<file path="src/rtl/nmea_tx_sched.sv">
// NMEA transmit scheduler: round-robin arbitration of N_SRC payload producers onto one
// UART byte channel, framing each payload as "$<payload>*HH\r\n".
module nmea_tx_sched #(
  parameter int N_SRC       = 4,
  parameter int MAX_PAYLOAD = 76
) (
  input  logic               i_clk,
  input  logic               i_rst,
  input  logic [N_SRC-1:0]   i_req,
  input  logic [8*N_SRC-1:0] i_data,
  input  logic [N_SRC-1:0]   i_last,
  output logic [N_SRC-1:0]   o_ack,
  output logic [N_SRC-1:0]   o_grant,
  output logic [7:0]         o_tx_data,
  output logic               o_tx_valid,
  input  logic               i_tx_ready,
  output logic               o_busy,
  output logic               o_err_len
);

  localparam int IW = $clog2(N_SRC);
  localparam int CW = $clog2(MAX_PAYLOAD + 1);

  typedef enum logic [3:0] {
    S_IDLE, S_START, S_PAYLOAD, S_STAR, S_HI, S_LO, S_CR, S_LF, S_DRAIN
  } state_t;

  // Uppercase ASCII hex digit for one checksum nibble.
  function automatic logic [7:0] hex_ascii(input logic [3:0] nib);
    logic [7:0] res;
    if (nib < 4'd10) begin
      res = {4'h3, nib};
    end else begin
      res = 8'h37 + {4'h0, nib};
    end
    return res;
  endfunction

  state_t            state_r;
  logic [N_SRC-1:0]  grant_r;
  logic [IW-1:0]     gidx_r;
  logic [IW-1:0]     ptr_r;
  logic [7:0]        csum_r;
  logic [CW-1:0]     cnt_r;
  logic              trunc_r;
  logic [7:0]        tx_byte_r;
  logic              tx_valid_r;
  logic              err_len_r;

  logic              req_g_s;
  logic              last_g_s;
  logic [7:0]        data_g_s;
  logic              valid_s;
  logic [7:0]        tx_data_s;
  logic              xfer_s;
  logic              found_s;
  logic [IW-1:0]     pick_s;
  logic [IW-1:0]     idx_s;
  logic [N_SRC-1:0]  ack_s;

  // Round-robin search starting one past the last owner.
  always_comb begin
    found_s = 1'b0;
    pick_s  = {IW{1'b0}};
    idx_s   = ptr_r;
    for (int i = 0; i < N_SRC; i++) begin
      idx_s = (idx_s == IW'(N_SRC - 1)) ? {IW{1'b0}} : idx_s + 1'b1;
      if (!found_s && i_req[idx_s]) begin
        found_s = 1'b1;
        pick_s  = idx_s;
      end else begin
        found_s = found_s;
      end
    end
  end

  // Owner's lane select and channel mux: payload bytes pass straight through,
  // framing bytes come from the holding register.
  always_comb begin
    req_g_s  = i_req[gidx_r];
    last_g_s = i_last[gidx_r];
    data_g_s = i_data[{gidx_r, 3'b000} +: 8];
    if (state_r == S_PAYLOAD) begin
      valid_s   = req_g_s;
      tx_data_s = data_g_s;
    end else begin
      valid_s   = tx_valid_r;
      tx_data_s = tx_byte_r;
    end
    xfer_s = valid_s & i_tx_ready;
  end

  // Consume acknowledge: on transfers in PAYLOAD, unconditionally in DRAIN.
  always_comb begin
    ack_s = {N_SRC{1'b0}};
    case (state_r)
      S_PAYLOAD: ack_s[gidx_r] = req_g_s & i_tx_ready;
      S_DRAIN:   ack_s[gidx_r] = req_g_s;
      default:   ack_s = {N_SRC{1'b0}};
    endcase
  end

  // Sentence sequencer.
  always_ff @(posedge i_clk or negedge i_rst) begin
    if (!i_rst) begin
      state_r    <= S_IDLE;
      grant_r    <= {N_SRC{1'b0}};
      gidx_r     <= {IW{1'b0}};
      ptr_r      <= IW'(N_SRC - 1);
      csum_r     <= 8'h00;
      cnt_r      <= {CW{1'b0}};
      trunc_r    <= 1'b0;
      tx_byte_r  <= 8'h00;
      tx_valid_r <= 1'b0;
      err_len_r  <= 1'b0;
    end else begin
      err_len_r <= 1'b0;
      case (state_r)
        S_IDLE: begin
          if (found_s) begin
            grant_r    <= {{(N_SRC-1){1'b0}}, 1'b1} << pick_s;
            gidx_r     <= pick_s;
            ptr_r      <= pick_s;
            csum_r     <= 8'h00;
            cnt_r      <= {CW{1'b0}};
            tx_byte_r  <= 8'h24;
            tx_valid_r <= 1'b1;
            state_r    <= S_START;
          end
        end
        S_START: begin
          if (xfer_s) begin
            tx_valid_r <= 1'b0;
            state_r    <= S_PAYLOAD;
          end
        end
        S_PAYLOAD: begin
          if (xfer_s) begin
            csum_r <= csum_r ^ data_g_s;
            cnt_r  <= cnt_r + 1'b1;
            // A genuine last byte wins over truncation at the length limit.
            if (last_g_s) begin
              tx_byte_r  <= 8'h2A;
              tx_valid_r <= 1'b1;
              state_r    <= S_STAR;
            end else if (cnt_r == CW'(MAX_PAYLOAD - 1)) begin
              tx_byte_r  <= 8'h2A;
              tx_valid_r <= 1'b1;
              err_len_r  <= 1'b1;
              trunc_r    <= 1'b1;
              state_r    <= S_STAR;
            end
          end
        end
        S_STAR: begin
          if (xfer_s) begin
            tx_byte_r <= hex_ascii(csum_r[7:4]);
            state_r   <= S_HI;
          end
        end
        S_HI: begin
          if (xfer_s) begin
            tx_byte_r <= hex_ascii(csum_r[3:0]);
            state_r   <= S_LO;
          end
        end
        S_LO: begin
          if (xfer_s) begin
            tx_byte_r <= 8'h0D;
            state_r   <= S_CR;
          end
        end
        S_CR: begin
          if (xfer_s) begin
            tx_byte_r <= 8'h0A;
            state_r   <= S_LF;
          end
        end
        S_LF: begin
          if (xfer_s) begin
            tx_valid_r <= 1'b0;
            tx_byte_r  <= 8'h00;
            if (trunc_r) begin
              state_r <= S_DRAIN;
            end else begin
              grant_r <= {N_SRC{1'b0}};
              state_r <= S_IDLE;
            end
          end
        end
        S_DRAIN: begin
          if (req_g_s && last_g_s) begin
            trunc_r <= 1'b0;
            grant_r <= {N_SRC{1'b0}};
            state_r <= S_IDLE;
          end
        end
        default: begin
          state_r    <= S_IDLE;
          grant_r    <= {N_SRC{1'b0}};
          tx_valid_r <= 1'b0;
          trunc_r    <= 1'b0;
        end
      endcase
    end
  end

  assign o_ack      = ack_s;
  assign o_grant    = grant_r;
  assign o_tx_data  = tx_data_s;
  assign o_tx_valid = valid_s;
  assign o_busy     = (state_r != S_IDLE);
  assign o_err_len  = err_len_r;

endmodule

</file>
<file path="config.mk">
export PLATFORM = sky130hd
export DESIGN_NAME = nmea_tx_sched
export DESIGN_NICKNAME = d
export VERILOG_FILES = /design/src/rtl/nmea_tx_sched.sv
export SDC_FILE = /design/constraint.sdc
export NUM_CORES = 1
export LEC_CHECK = 0
export ABC_AREA = 1
export CAP_MARGIN = 20
export CORE_MARGIN = 3
export CORE_UTILIZATION = 52
export DETAILED_ROUTE_END_ITERATION = 8
export GPL_TIMING_DRIVEN = 0
export PLACE_DENSITY = 0.82
export SYNTH_ARGS = -nofsm -noshare
export SYNTH_HDL_FRONTEND = slang
export SYNTH_SLANG_ARGS = --single-unit
</file>
<file path="constraint.sdc">
create_clock -name i_clk -period 3.1 [get_ports i_clk]
set_clock_uncertainty 0.15 [all_clocks]
set_input_delay 0.775 -clock i_clk [delete_from_list [all_inputs] [get_ports i_clk]]
set_output_delay 0.775 -clock i_clk [all_outputs]
set_load 0.05 [all_outputs]
</file>
# Word-level counts from Yosys, hierarchy flattened
# Index checks and enable logic that the tools add are counted.
totals:
  reg_bits: 38
  latch_bits: 0
  mem_bits_rw: 0
  romBits: 0
  in_bits: 43
  memories: 0
classes:
  n_addsub: 7
  mul: 0
  div_mod_pow: 0
  n_lt_le_gt_ge: 8
  n_eq_ne: 27
  shift: 2
  muxes: 78
  n_bitwise: 8
  reduce_logical: 23
op_table:
  columns: ["operator", "n"]
  rows:
  - ["$mux W8", 12]
  - ["$mux W4", 15]
  - ["$pmux W8 S7", 1]
  - ["$pmux W4 S9", 1]
  - ["$shiftx A32 B6 Y8", 1]
  - ["$mux W7", 4]
  - ["$mux W1", 24]
  - ["$ne A2 B2 Y1 const B", 11]
  - ["$eq A4 B3 Y1 const B", 4]
  - ["$mux W2", 8]
  - ["$pmux W4 S4", 1]
  - ["$pmux W8 S2", 1]
  - ["$lt A2 B3 Y1 const B", 5]
  - ["$reduce_and A5 Y1", 3]
  - ["$add A6 B4 Y7 const A", 2]
  - ["$pmux W7 S2", 1]
  - ["$bmux W1 S2", 6]
  - ["$reduce_and A10 Y1", 1]
  - ["$reduce_and A9 Y1", 1]
  - ["$add A2 B1 Y2 const B", 4]
  - ["$and A4 B4 Y4", 2]
  - ["$eq A2 B2 Y1 const B", 4]
  - ["$eq A4 B2 Y1 const B", 2]
  - ["$lt A4 B4 Y1 const B", 2]
  - ["27 further kinds", 37]

# Logic depth before layout (Yosys ltp)
depth:
  ltp_word: 17
  depth_mapped: 14
  mapped_depth_nobuf: 14

# Worst setup path before layout
# No wires, ideal clock.
synth_path:
  kind: "input to output"
  start: "input i_req[2]"
  end: "output o_ack[0]"
  arrival_time_ns: 2.306
  t_required_ns: 2.175
  slack_ns: -0.131
  stages: 6
  n_path_buf: 0
  cell_sequence: "inv_1 > o21ai_0 > nand2_1 > nand2_1 > o21ai_0 > nor3_1"
synth_via:
  elab_chain_len: 5
  word_cells_on_any_way: 6
  cone_classes: "3 x mux; 3 x bitwise"
synth_rtl:
  columns: ["element", "line", "rtl"]
  rows:
  - ["start, declared", "9", "input logic [N_SRC-1:0] i_req,"]
  - ["$bmux W1 S2 *", "80", "req_g_s = i_req[gidx_r];"]
  - ["$mux W1 (implied by the code) *", "80", null]
  - ["$and A1 B1 Y1", "97", "S_PAYLOAD: ack_s[gidx_r] = req_g_s & i_tx_ready;"]
  - ["$and A4 B4 Y4 (no source line)", null, null]
  - ["$pmux W4 S2 *", "96", "case (state_r)"]
  - ["end, declared", "12", "output logic [N_SRC-1:0] o_ack,"]
# Mark *: on every way between the ends. The rest lies on a longest branch, timed or not. The select of a mux whose other input is x is not followed.

# Worst setup path in the final report
layout_path:
  start: "input i_req[3]"
  end: "output o_tx_valid"
layout_via:
  elab_chain_len: 3
layout_rtl:
  columns: ["element", "line", "rtl"]
  rows:
  - ["$bmux W1 S2", "80", null]
  - ["$mux W1 (implied by the code)", "80", null]
  - ["$mux W1", "83", "if (state_r == S_PAYLOAD) begin"]
  - ["end, declared", "15", "output logic o_tx_valid,"]
# Every way passes these cells. The select of a mux whose other input is x is not followed.

==> run metrics <==
vias per inst about 5.3; arrival time worst endpoint 2.11 ns; r2r setup slk about 0.48 ns; Setup crit end o_tx_valid; maximum VDD drop 762 uV; clk buf depth 2; Synth area leader dfrtp_1; standard-cell rows 26; Seq/Total Area, Yosys 32.5%; largest net degree at the start of global routing 38; Mapped Area 2860 um^2; EDFF count, synth 0; layout cells sized above 1 about an eighth; root buffer cell clkbuf_8; worst rel slew slack between 40 and 50%; cells after synthesis 435; later-pin clock latency in the skew report about 0.30 ns; crit path launch type input pin; Port Buffers 61; most common cell in the synthesized netlist nand2_1; initial drt markers approximately 160; first-pass iteration count of the detailed router 5; RR Startpoint ptr_r[0]$_DFFE_PN1P_; Routed WL between 7 and 8 mm; Synth Register Bits 37; synthesized area per cell between 6 and 7 um^2; Area contributors post-synth dfrtp_1 31%, nand2_1 22%, nor2_1 5.4%; r2r endpoint tx_byte_r[6]$_DFFE_PN0P_; H-tree levels 2; count of pins over their slew limit 0; HP Class reg2reg; critical path's top delay family buffers and inverters; worst r2r path cells 11; Pwr per Cell Area between 1000 and 1500 nW/um^2; max cap viols 0; Max Clk Rate 330 MHz; grt total ovfl 0; HPWL Detailed ~6 mm; nets 550; Core Util, Final 69.7%; total CTS buffers 5; Placer Congestion between 0.9 and 1; status finished clean; ant diodes 0; Worst path depth 7; Starting Density ~55%; Ys Warns 0; die area approximately 6400 um^2; final hold violations 0; DRC 0; Antenna Nets Post-Route 0; CTS tree yes; initial antenna violation count 0; Slowest Stage Delay on Critical Path ~0.50 ns; kind of critical path in2out; area delta synth->final 26.9%; Power, Total 3790 uW; Slew @ Worst Pin approximately 0.84 ns; RSZ-0062 raised after global routing yes; first-pass GRT wire length 12.4 mm; Cell variety after synth 35; die extent in x between 80 and 90 um; placement-stage cell area roughly 3600 um^2; Crit path buffers/inverters 2; P_leak approximately 0.0018 uW; Die Y about 80 um; area of the core between 5000 and 6000 um^2; Setup TNS Final 0 ns; WL/cell 13.5 um; post-route cell area about 3600 um^2; WHS approximately 0.33 ns; ys async rst share between 90% and 100%; CP endpoint kind primary output; clock transition at the registers of the reported paths 0.06 ns; Max FO, Critical Path 3; Data required, critical path between 2 and 2.5 ns; vias in the first global route between 2,000 and 3,000; cells along the critical path clkdlybuf4s50_1 > nand2_1 > o21ai_2 > nand2_2 > nand3_2 > and2_1 > clkdlybuf4s15_2; Post-synth top flop dfrtp_1; crit path time final around 3.0 ns; Commonest cells post-synth 164 x nand2_1, 41 x nor2_1, 38 x inv_1; via count just over 3,000; slowest cell on the critical path clkdlybuf4s50_1; Sink Count 37; # Post-CTS Setup Buffers 0; Mapped Nets roughly 480; CTS Hold Bufs 0; GRT Total Usage between 20% and 30%; CP startpoint i_req[3]; Setup violations, final 0; share of the synthesized area in the top cell type between 30% and 40%; # IOs 62; final worst-path cycle share slightly below 100%
[cells in the final DEF (no fill, tap or decap), types with 2 or more instances in the layout]
master           Yosys  layout
nand2_1            164     162
clkdlybuf4s50_1      0      46
nor2_1              41      41
inv_1               38      38
dfrtp_1             35      35
nand3_1             23      23
o21ai_0             24      22
a22oi_1             14      14
nand4_1             11      11
o21ai_2              8      10
a21oi_1              8       8
nand2_2              6       8
a31oi_1              7       7
clkbuf_8             0       6
buf_2                0       6
nor2_2               5       5
nor3_1               8       5
clkbuf_2             0       4
o211ai_1             4       4
xnor2_1              4       4
ha_1                 4       4
inv_2                3       3
buf_4                1       3
nor3_2               0       3
clkinv_1             2       2
nand3_2              2       2
or2_2                2       2
nand3b_1             2       2
clkbuf_1             3       2
nor2_4               2       2
nand2_4              2       2
buf_8                2       2
xor2_1               2       2
buf_6                0       2
dfstp_2              2       2
[sequential cells by signal, indices dropped and copies added (netlist names)]
| name | count |
|---|---|
| state_r | 4 |
| tx_valid_r | 1 |
| csum_r | 8 |
| o_grant | 4 |
| cnt_r | 7 |
| ptr_r | 2 |
| trunc_r | 1 |
| tx_byte_r | 7 |
| o_err_len | 1 |
| gidx_r | 2 |
[tightest hold or removal path: cells and delay by family (launching register included)]
kind | cells | cell delay, ns
simple gates | 2 | 0.10
flops | 1 | 0.34
[area by class of cell]
type | instances | area (um^2)
Buffer | 6 | 51.3
Clock buffer | 7 | 86.3
Fill cell | 444 | 1580
Inverter | 43 | 161
Multi-Input combinational cell | 349 | 1750
Sequential cell | 37 | 928
Tap cell | 70 | 87.6
Timing Repair Buffer | 61 | 566
[stage by stage]
step                      cells  setup slack [ns]
after global routing        573          -0.00408
final                       573            0.0683
after CTS                   573           -0.0809
after global placement      566            -0.749
after detailed placement    566            -0.821
after floorplan             435            -0.131
[layer usage]
layer  part of all wire (%)  track usage (%)
met1                     48             34.4
met2                     45             37.8
met3                    5.9             4.71
met4                    1.4             7.09
met5                      0                0
[where the power goes]
group,internal (uW),switching (uW)
registers,624,109
clock network,176,163
logic,842,1880
total,1640,2150
[repair_timing]
item / CTS / global route
endpoints found under the setup margin: 13 / 11
resized for setup: 67 / 21
endpoints found under the hold margin: 0 / 0
pin swaps: 3 / 2
[worst min-delay path by stage]
stage / start / endpoint / slack (ns) / cells after the start
6_report: tx_byte_r[1]$_DFFE_PN0P_ / tx_byte_r[1]$_DFFE_PN0P_ / 0.33 / 2
5_1_grt: tx_byte_r[4]$_DFFE_PN0P_ / tx_byte_r[4]$_DFFE_PN0P_ / 0.35 / 2
4_1_cts: tx_byte_r[1]$_DFFE_PN0P_ / tx_byte_r[1]$_DFFE_PN0P_ / 0.33 / 2
3_5_place_dp: tx_byte_r[6]$_DFFE_PN0P_ / tx_byte_r[6]$_DFFE_PN0P_ / 0.31 / 2
3_3_place_gp: tx_byte_r[0]$_DFFE_PN0P_ / tx_byte_r[0]$_DFFE_PN0P_ / 0.31 / 2
2_1_floorplan: tx_valid_r$_DFFE_PN0P_ / tx_valid_r$_DFFE_PN0P_ / 0.28 / 2
[logic make-up (layout without fill, tap and decap cells)]
kind of cell               after synthesis  in the layout  share of synthesized area (%)
adders and majority gates                4              4                           1.75
and+or+nand+nor                        270            270                           41.2
AOI/OAI and AO/OA                       69             69                           15.3
buffers and inverters                   49            117                           7.36
xor gates and xnor gates                 6              6                           1.84
DFF                                     37             37                           32.5
(Power assumes the default switching activity.)
